==> config.mk <==
export PLATFORM = sky130hd
export DESIGN_NAME = control_unit_downsample_flat
export DESIGN_NICKNAME = d
export VERILOG_FILES = /design/src/rtl/control_unit_downsample_if.sv /design/src/rtl/control_unit_downsample.sv /design/src/flat_wrapper.sv
export SDC_FILE = /design/constraint.sdc
export NUM_CORES = 1
export LEC_CHECK = 0
export ABC_AREA = 1
export CORE_ASPECT_RATIO = 0.75
export CORE_MARGIN = 2
export CORE_UTILIZATION = 45
export CTS_BUF_LIST = sky130_fd_sc_hd__clkbuf_2 sky130_fd_sc_hd__clkbuf_4 sky130_fd_sc_hd__clkbuf_8
export CTS_CLUSTER_SIZE = 24
export DETAILED_ROUTE_END_ITERATION = 16
export DONT_BUFFER_PORTS = 1
export GPL_TIMING_DRIVEN = 1
export HOLD_SLACK_MARGIN = 0.06
export PLACE_DENSITY = 0.7
export RECOVER_POWER = 50
export REMOVE_ABC_BUFFERS = 1
export SLEW_MARGIN = 10
export SYNTH_ARGS = -nofsm -noshare
export SYNTH_HDL_FRONTEND = slang
export SYNTH_SLANG_ARGS = --single-unit
==> constraint.sdc <==
create_clock -name clk -period 3 [get_ports clk]
set_input_delay 0.45 -clock clk [delete_from_list [all_inputs] [get_ports clk]]
set_output_delay 0.45 -clock clk [all_outputs]
set_load 0.02 [all_outputs]
==> src/rtl/control_unit_downsample_if.sv <==
// control_unit_downsample_if
//   Groups the frame-pass control and memory signals of the 2x2 average-pool
//   downsampler. clk and rst are not in this bundle; they stay plain module ports.
//
//   start            begin one frame pass (only looked at while idle)
//   size_downsample  input side N = 8 << code, codes above 4 behave as 4
//   data_in          signed input pixel, one cycle after its read strobe
//   en_read_in       input-memory read strobe
//   addr_input       input-memory read address, row-major
//   en_write_out     output-memory write strobe
//   addr_output      output-memory write address, row-major
//   data_out         signed pooled pixel, valid with en_write_out
//   busy             high whenever a pass is in progress
//   done             one-cycle pulse at the end of a pass
//
//   master: drives start/size/data_in (controller or memory side)
//   slave : the downsampler itself
interface control_unit_downsample_if;
  logic               start;
  logic [2:0]         size_downsample;
  logic signed [15:0] data_in;
  logic               en_read_in;
  logic [13:0]        addr_input;
  logic               en_write_out;
  logic [13:0]        addr_output;
  logic signed [15:0] data_out;
  logic               busy;
  logic               done;

  modport master (
    output start, size_downsample, data_in,
    input  en_read_in, addr_input, en_write_out, addr_output, data_out, busy, done
  );

  modport slave (
    input  start, size_downsample, data_in,
    output en_read_in, addr_input, en_write_out, addr_output, data_out, busy, done
  );
endinterface

==> src/rtl/control_unit_downsample.sv <==
// control_unit_downsample
//   2x2 average-pool decimator: reads an N x N signed image (N = 8..128) from
//   an input memory and writes the N/2 x N/2 image of window averages to an
//   output memory. Each output pixel takes six cycles: four reads, one cycle
//   to absorb the last read's latency, one write.
//
//   Ports:
//     clk  rising-edge system clock
//     rst  asynchronous, active-low reset
//     bus  control_unit_downsample_if.slave (start/size/data_in in, memory
//          strobes, addresses, data_out, busy, done out)
//
//   Build option:
//     DOWNSAMPLE_ROUND_EN  defined   -> data_out = (sum + 2) >>> 2 (round half up)
//                          undefined -> data_out = sum >>> 2       (floor)
module control_unit_downsample (
  input logic                     clk,
  input logic                     rst,
  control_unit_downsample_if.slave bus
);

  typedef enum logic [2:0] {
    IDLE = 3'd0,
    RD0  = 3'd1,
    RD1  = 3'd2,
    RD2  = 3'd3,
    RD3  = 3'd4,
    ACC  = 3'd5,
    WR   = 3'd6,
    DONE = 3'd7
  } state_t;

  state_t             state;
  state_t             next_state;
  logic [2:0]         size_code;   // latched and clamped to 0..4
  logic [5:0]         ox;
  logic [5:0]         oy;
  logic signed [17:0] acc;
  logic [6:0]         half;        // output side N/2
  logic               last_col;
  logic               last_row;
  logic               dy;
  logic               dx;
  logic [13:0]        row;
  logic [13:0]        col;
  logic signed [18:0] acc_adj;

  assign half     = 7'd4 << size_code;
  assign last_col = ({1'b0, ox} == half - 7'd1);
  assign last_row = ({1'b0, oy} == half - 7'd1);

  // One extra bit so the rounding bias can never overflow the window sum.
`ifdef DOWNSAMPLE_ROUND_EN
  assign acc_adj = 19'(acc) + 19'sd2;
`else
  assign acc_adj = 19'(acc);
`endif

  // State register.
  always_ff @(posedge clk or negedge rst) begin
    if (!rst) begin
      state <= IDLE;
    end else begin
      state <= next_state;
    end
  end

  // Next-state logic: a fixed six-state loop per output pixel.
  always_comb begin
    next_state = state;
    case (state)
      IDLE:    if (bus.start) next_state = RD0;
      RD0:     next_state = RD1;
      RD1:     next_state = RD2;
      RD2:     next_state = RD3;
      RD3:     next_state = ACC;
      ACC:     next_state = WR;
      WR:      next_state = (last_col && last_row) ? DONE : RD0;
      DONE:    next_state = IDLE;
      default: next_state = IDLE;
    endcase
  end

  // Datapath: size latch, output-pixel coordinates and window accumulator.
  // data_in lags its read strobe by one cycle, so the four samples land in
  // RD1, RD2, RD3 and ACC.
  always_ff @(posedge clk or negedge rst) begin
    if (!rst) begin
      size_code <= 3'd0;
      ox        <= 6'd0;
      oy        <= 6'd0;
      acc       <= 18'sd0;
    end else begin
      case (state)
        IDLE: begin
          if (bus.start) begin
            size_code <= (bus.size_downsample > 3'd4) ? 3'd4 : bus.size_downsample;
            ox        <= 6'd0;
            oy        <= 6'd0;
          end
        end
        RD0: acc <= 18'sd0;
        RD1, RD2, RD3, ACC: acc <= acc + 18'(bus.data_in);
        WR: begin
          if (last_col) begin
            ox <= 6'd0;
            oy <= last_row ? 6'd0 : oy + 6'd1;
          end else begin
            ox <= ox + 6'd1;
          end
        end
        default: ;
      endcase
    end
  end

  // Outputs decoded from state; addresses and data are zero whenever their
  // strobe is low. Multiplying by N or N/2 is a shift by the size code.
  always_comb begin
    bus.busy         = (state != IDLE);
    bus.done         = (state == DONE);
    bus.en_read_in   = 1'b0;
    bus.en_write_out = 1'b0;
    bus.addr_input   = 14'd0;
    bus.addr_output  = 14'd0;
    bus.data_out     = 16'sd0;
    dy               = 1'b0;
    dx               = 1'b0;
    case (state)
      RD0: bus.en_read_in = 1'b1;
      RD1: begin
        bus.en_read_in = 1'b1;
        dx             = 1'b1;
      end
      RD2: begin
        bus.en_read_in = 1'b1;
        dy             = 1'b1;
      end
      RD3: begin
        bus.en_read_in = 1'b1;
        dy             = 1'b1;
        dx             = 1'b1;
      end
      WR: bus.en_write_out = 1'b1;
      default: ;
    endcase
    row = 14'({oy, 1'b0}) + 14'(dy);
    col = 14'({ox, 1'b0}) + 14'(dx);
    if (bus.en_read_in) begin
      bus.addr_input = (row << (size_code + 3'd3)) + col;
    end
    if (bus.en_write_out) begin
      bus.addr_output = (14'(oy) << (size_code + 3'd2)) + 14'(ox);
      bus.data_out    = 16'(acc_adj >>> 2);
    end
  end

endmodule

==> src/flat_wrapper.sv <==
// flat-port wrapper written by rule: the top's interface ports become plain ports
module control_unit_downsample_flat 
  (clk, rst, bus_start, bus_size_downsample, bus_data_in, bus_en_read_in, bus_addr_input, bus_en_write_out, bus_addr_output, bus_data_out, bus_busy, bus_done);
  control_unit_downsample_if bus_i ();
  input logic clk;
  input logic rst;
  input wire logic [$bits(bus_i.start)-1:0] bus_start;
  input wire logic [$bits(bus_i.size_downsample)-1:0] bus_size_downsample;
  input wire logic [$bits(bus_i.data_in)-1:0] bus_data_in;
  output wire logic [$bits(bus_i.en_read_in)-1:0] bus_en_read_in;
  output wire logic [$bits(bus_i.addr_input)-1:0] bus_addr_input;
  output wire logic [$bits(bus_i.en_write_out)-1:0] bus_en_write_out;
  output wire logic [$bits(bus_i.addr_output)-1:0] bus_addr_output;
  output wire logic [$bits(bus_i.data_out)-1:0] bus_data_out;
  output wire logic [$bits(bus_i.busy)-1:0] bus_busy;
  output wire logic [$bits(bus_i.done)-1:0] bus_done;
  assign bus_i.start = bus_start;
  assign bus_i.size_downsample = bus_size_downsample;
  assign bus_i.data_in = bus_data_in;
  assign bus_en_read_in = bus_i.en_read_in;
  assign bus_addr_input = bus_i.addr_input;
  assign bus_en_write_out = bus_i.en_write_out;
  assign bus_addr_output = bus_i.addr_output;
  assign bus_data_out = bus_i.data_out;
  assign bus_busy = bus_i.busy;
  assign bus_done = bus_i.done;
  control_unit_downsample u_core (.clk(clk), .rst(rst), .bus(bus_i));
endmodule
==> metrics.cfg <==
[outcome]
status = finished with violations
violations = max-capacitance violations, max-slew violations, negative setup slack

[route]
drtAntennaViolNets = 0
num_vias = 4830
viasPerCell = 5.28
drc_errors = 0
dr.pass1.iters = 5
wl_um = 13100
drt_iter0_markers = 387
wire_per_inst_um = 14.4

[floorplan]
die_y_um = 89.7
die_area_sq_um = 10600
core_area_sq_um = 9580
initial_core_util = 0.460
num_rows = 31
dieWidth_um = 118
io_pins = 70

[power]
p_sw_mw = 2.49
pwr-share-comb = 0.762
clockPowerShare = 0.083
p_int_mw = 2.25
p_leak_nw = 2.80
p_sw_frac = 0.525
power_frac_seq = 0.155
p_per_area_nw_per_um2 = 840
peakVddDrop_v = 0.000501

[synthesis]
synth_commonest_cells = 179 x nand2_1, 81 x nor2_1, 78 x inv_1
synth_cell_types = 48
syn_inst = 694
synthArstFlopShare = 1.00
netlist_top_cells_area = dfrtp_1 20%, nand2_1 15%, ha_1 12%, nor2_1 6.9%, inv_1 6.6%
ys_warn_count = 0
ys_ff_latch = 36
synth_area_leader_cell = dfrtp_1
yosysMostFrequentCell = nand2_1
syn_avg_cell_area_sq_um = 6.35
synth-edff-count = 0
synthesis.area_sq_um = 4410
ys_seq_area_frac = 0.204
synth-main-ff-cell = dfrtp_1
synth_top_area_frac = 0.204

[timing]
post-route-period-util = 1.10
slew-limit-headroom = -0.377
fin_crit_ps = 3310
hold_viol_final = 0
final_max_slew_viol_count = 37
fin_skew_ps = 16.0
rsz0062_at_grt = yes
finalSetupViolations = 18
setup_ws_ps = -306
clock.fmax_ghz = 0.303
whs_ps = 307
tightest_slew_ps = 2070
setup_tns_ps = -3360

[worst_setup_path]
crit_slowest_cell = dfrtp_1
cp_max_fo = 8
critical_path_cell_count = 18
ff2ff_setup_slack_ps = 750
start_kind = flip-flop
cp_top_family = simple AND/OR/NAND/NOR gates
worstPathArrival_ps = 2860
cp_common_cell = nand2_1
cp_cell_sequence = inv_6 -> ha_4 -> buf_6 -> nand3_1 -> nand2_1 -> o21ai_1 -> ha_1 -> nand2_1 -> inv_1 -> nand4_1 -> nand3_2 -> nand2_1 -> inv_2 -> nor2_4 -> nor2_4 -> nand3_2 -> a21oi_2 -> buf_4
crit_buf_inv = 5
required_ps = 2550
reg2regPathDepth = 13
criticalPathCategory = flip-flop to output pin
cp-end-kind = output pin
max_stage_delay_ps = 430

[grt]
grt_max_degree = 37
grt_pass1_wl_um = 21700
grt_overflow_total = 0
groute.usage.overall = 0.245
grt_pass1_vias = 4548
antenna_found_initial = 0

[final_layout]
syn_to_final_growth_pct = 28.0
final_net_count = 848
stdcell_area_sq_um = 5640
antennaDiodeCount = 0
drive_gt1_frac = 0.257
fin_cells = 914
nFillCells = 893

[place]
numPortBuffers = 0
placed_cell_area_sq_um = 5050
dpl_worst_slack_ps = -185
globalplace.congestion = 0.948
hpwl_um = 10000
dp_cells = 885

[min_path]
hp-class = primary input to flip-flop
min_path_cells = 2

[clock_tree]
clockRootBuffer = clkbuf_8
cts_buffers = 5
clk_pin_slew_ps = 80
clock_latency_ps = 300
cts_tree = built
clock_sinks = 36
clock_path_buffers = 2
htreeDepth = 2

[job]
maxCapViolCount = 1

-- area by class of cell --
type / count / area [sq um] / share of cell area
multi-input combinational: 555 / 3400 / 0.603
sequential: 36 / 901 / 0.160
timing repair buffer: 95 / 731 / 0.130
inverter: 88 / 345 / 0.0612
tap: 132 / 165 / 0.0293
clock buffer: 8 / 97.6 / 0.0173
-- sequential cells by signal, summed over array words and instances (netlist names) --
name	flops
u_core.ox	6
u_core.state	3
u_core.acc	18
u_core.oy	6
u_core.size_code	3
-- repair_timing --
item / CTS / global route
gates resized for setup: 57 / 32
setup endpoints to repair: 22 / 20
hold endpoints to repair: 36 / 0
pin swaps: 23 / 22
buffers inserted: 11 / 8
hold buffers: 2 / 0
-- cell families (layout without fill, tap and decap cells) --
kind of cell / Yosys count / after routing / share of synthesized area
other cells: 1 / 1 / 0.000851
compound gates: 128 / 128 / 0.161
flops: 36 / 36 / 0.204
xor+xnor: 18 / 18 / 0.0375
simple gates: 363 / 363 / 0.369
buf+inv: 103 / 191 / 0.0945
fa+ha+maj: 45 / 45 / 0.133
-- stage by stage --
step,utilization,power [mW]
2_1_floorplan,-,2.80
3_3_place_gp,0.527,3.72
3_5_place_dp,0.527,3.80
4_1_cts,0.572,4.55
5_1_grt,0.589,5.14
6_report,0.589,4.74
-- power by group through the flow --
stage               logic, mW  registers, mW  clock network (mW)
finish                   3.61          0.735               0.393
global route             3.97          0.752               0.410
CTS                      3.42          0.730               0.393
detailed placement       3.06          0.736                   0
global placement         2.99          0.726                   0
floorplan                2.04          0.758                   0
-- cell usage in the layout, fill, tap and decap left out, types with 11 or more instances in the layout --
cell,Yosys,layout
nand3_2,4,11
inv_1,78,74
nor2_1,81,72
o21ai_1,6,11
xor2_1,13,13
nand3_1,51,43
a21oi_1,46,36
buf_4,2,85
a21oi_2,2,12
dfrtp_1,36,36
o21ai_0,46,38
nand2_2,5,12
nand2_1,179,170
ha_1,42,32
-- worst paths after layout --
path	startpoint	endpoint
hold reg to reg	u_core.acc[0]$_DFFE_PN0P_	u_core.acc[0]$_DFFE_PN0P_
max in group asynchronous	rst	u_core.acc[15]$_DFFE_PN0P_
setup / recovery	u_core.size_code[0]$_DFFE_PN0P_	bus_addr_input[12]
min in group asynchronous	rst	u_core.acc[4]$_DFFE_PN0P_
hold / removal	bus_size_downsample[0]	u_core.size_code[0]$_DFFE_PN0P_
setup reg to reg	u_core.acc[0]$_DFFE_PN0P_	u_core.acc[10]$_DFFE_PN0P_
-- routing by layer --
layer | track usage | up-vias | part of all wire | wire length (um)
met5 | 0 | - | 0 | 0
met4 | 0.0341 | 0 | 0.0053 | 70
met3 | 0.0476 | 8 | 0.083 | 1100
met2 | 0.374 | 183 | 0.43 | 5650
li1 | - | 2455 | - | -
met1 | 0.365 | 2184 | 0.48 | 6320
No activity file was read; power rests on OpenSTA's default activity.
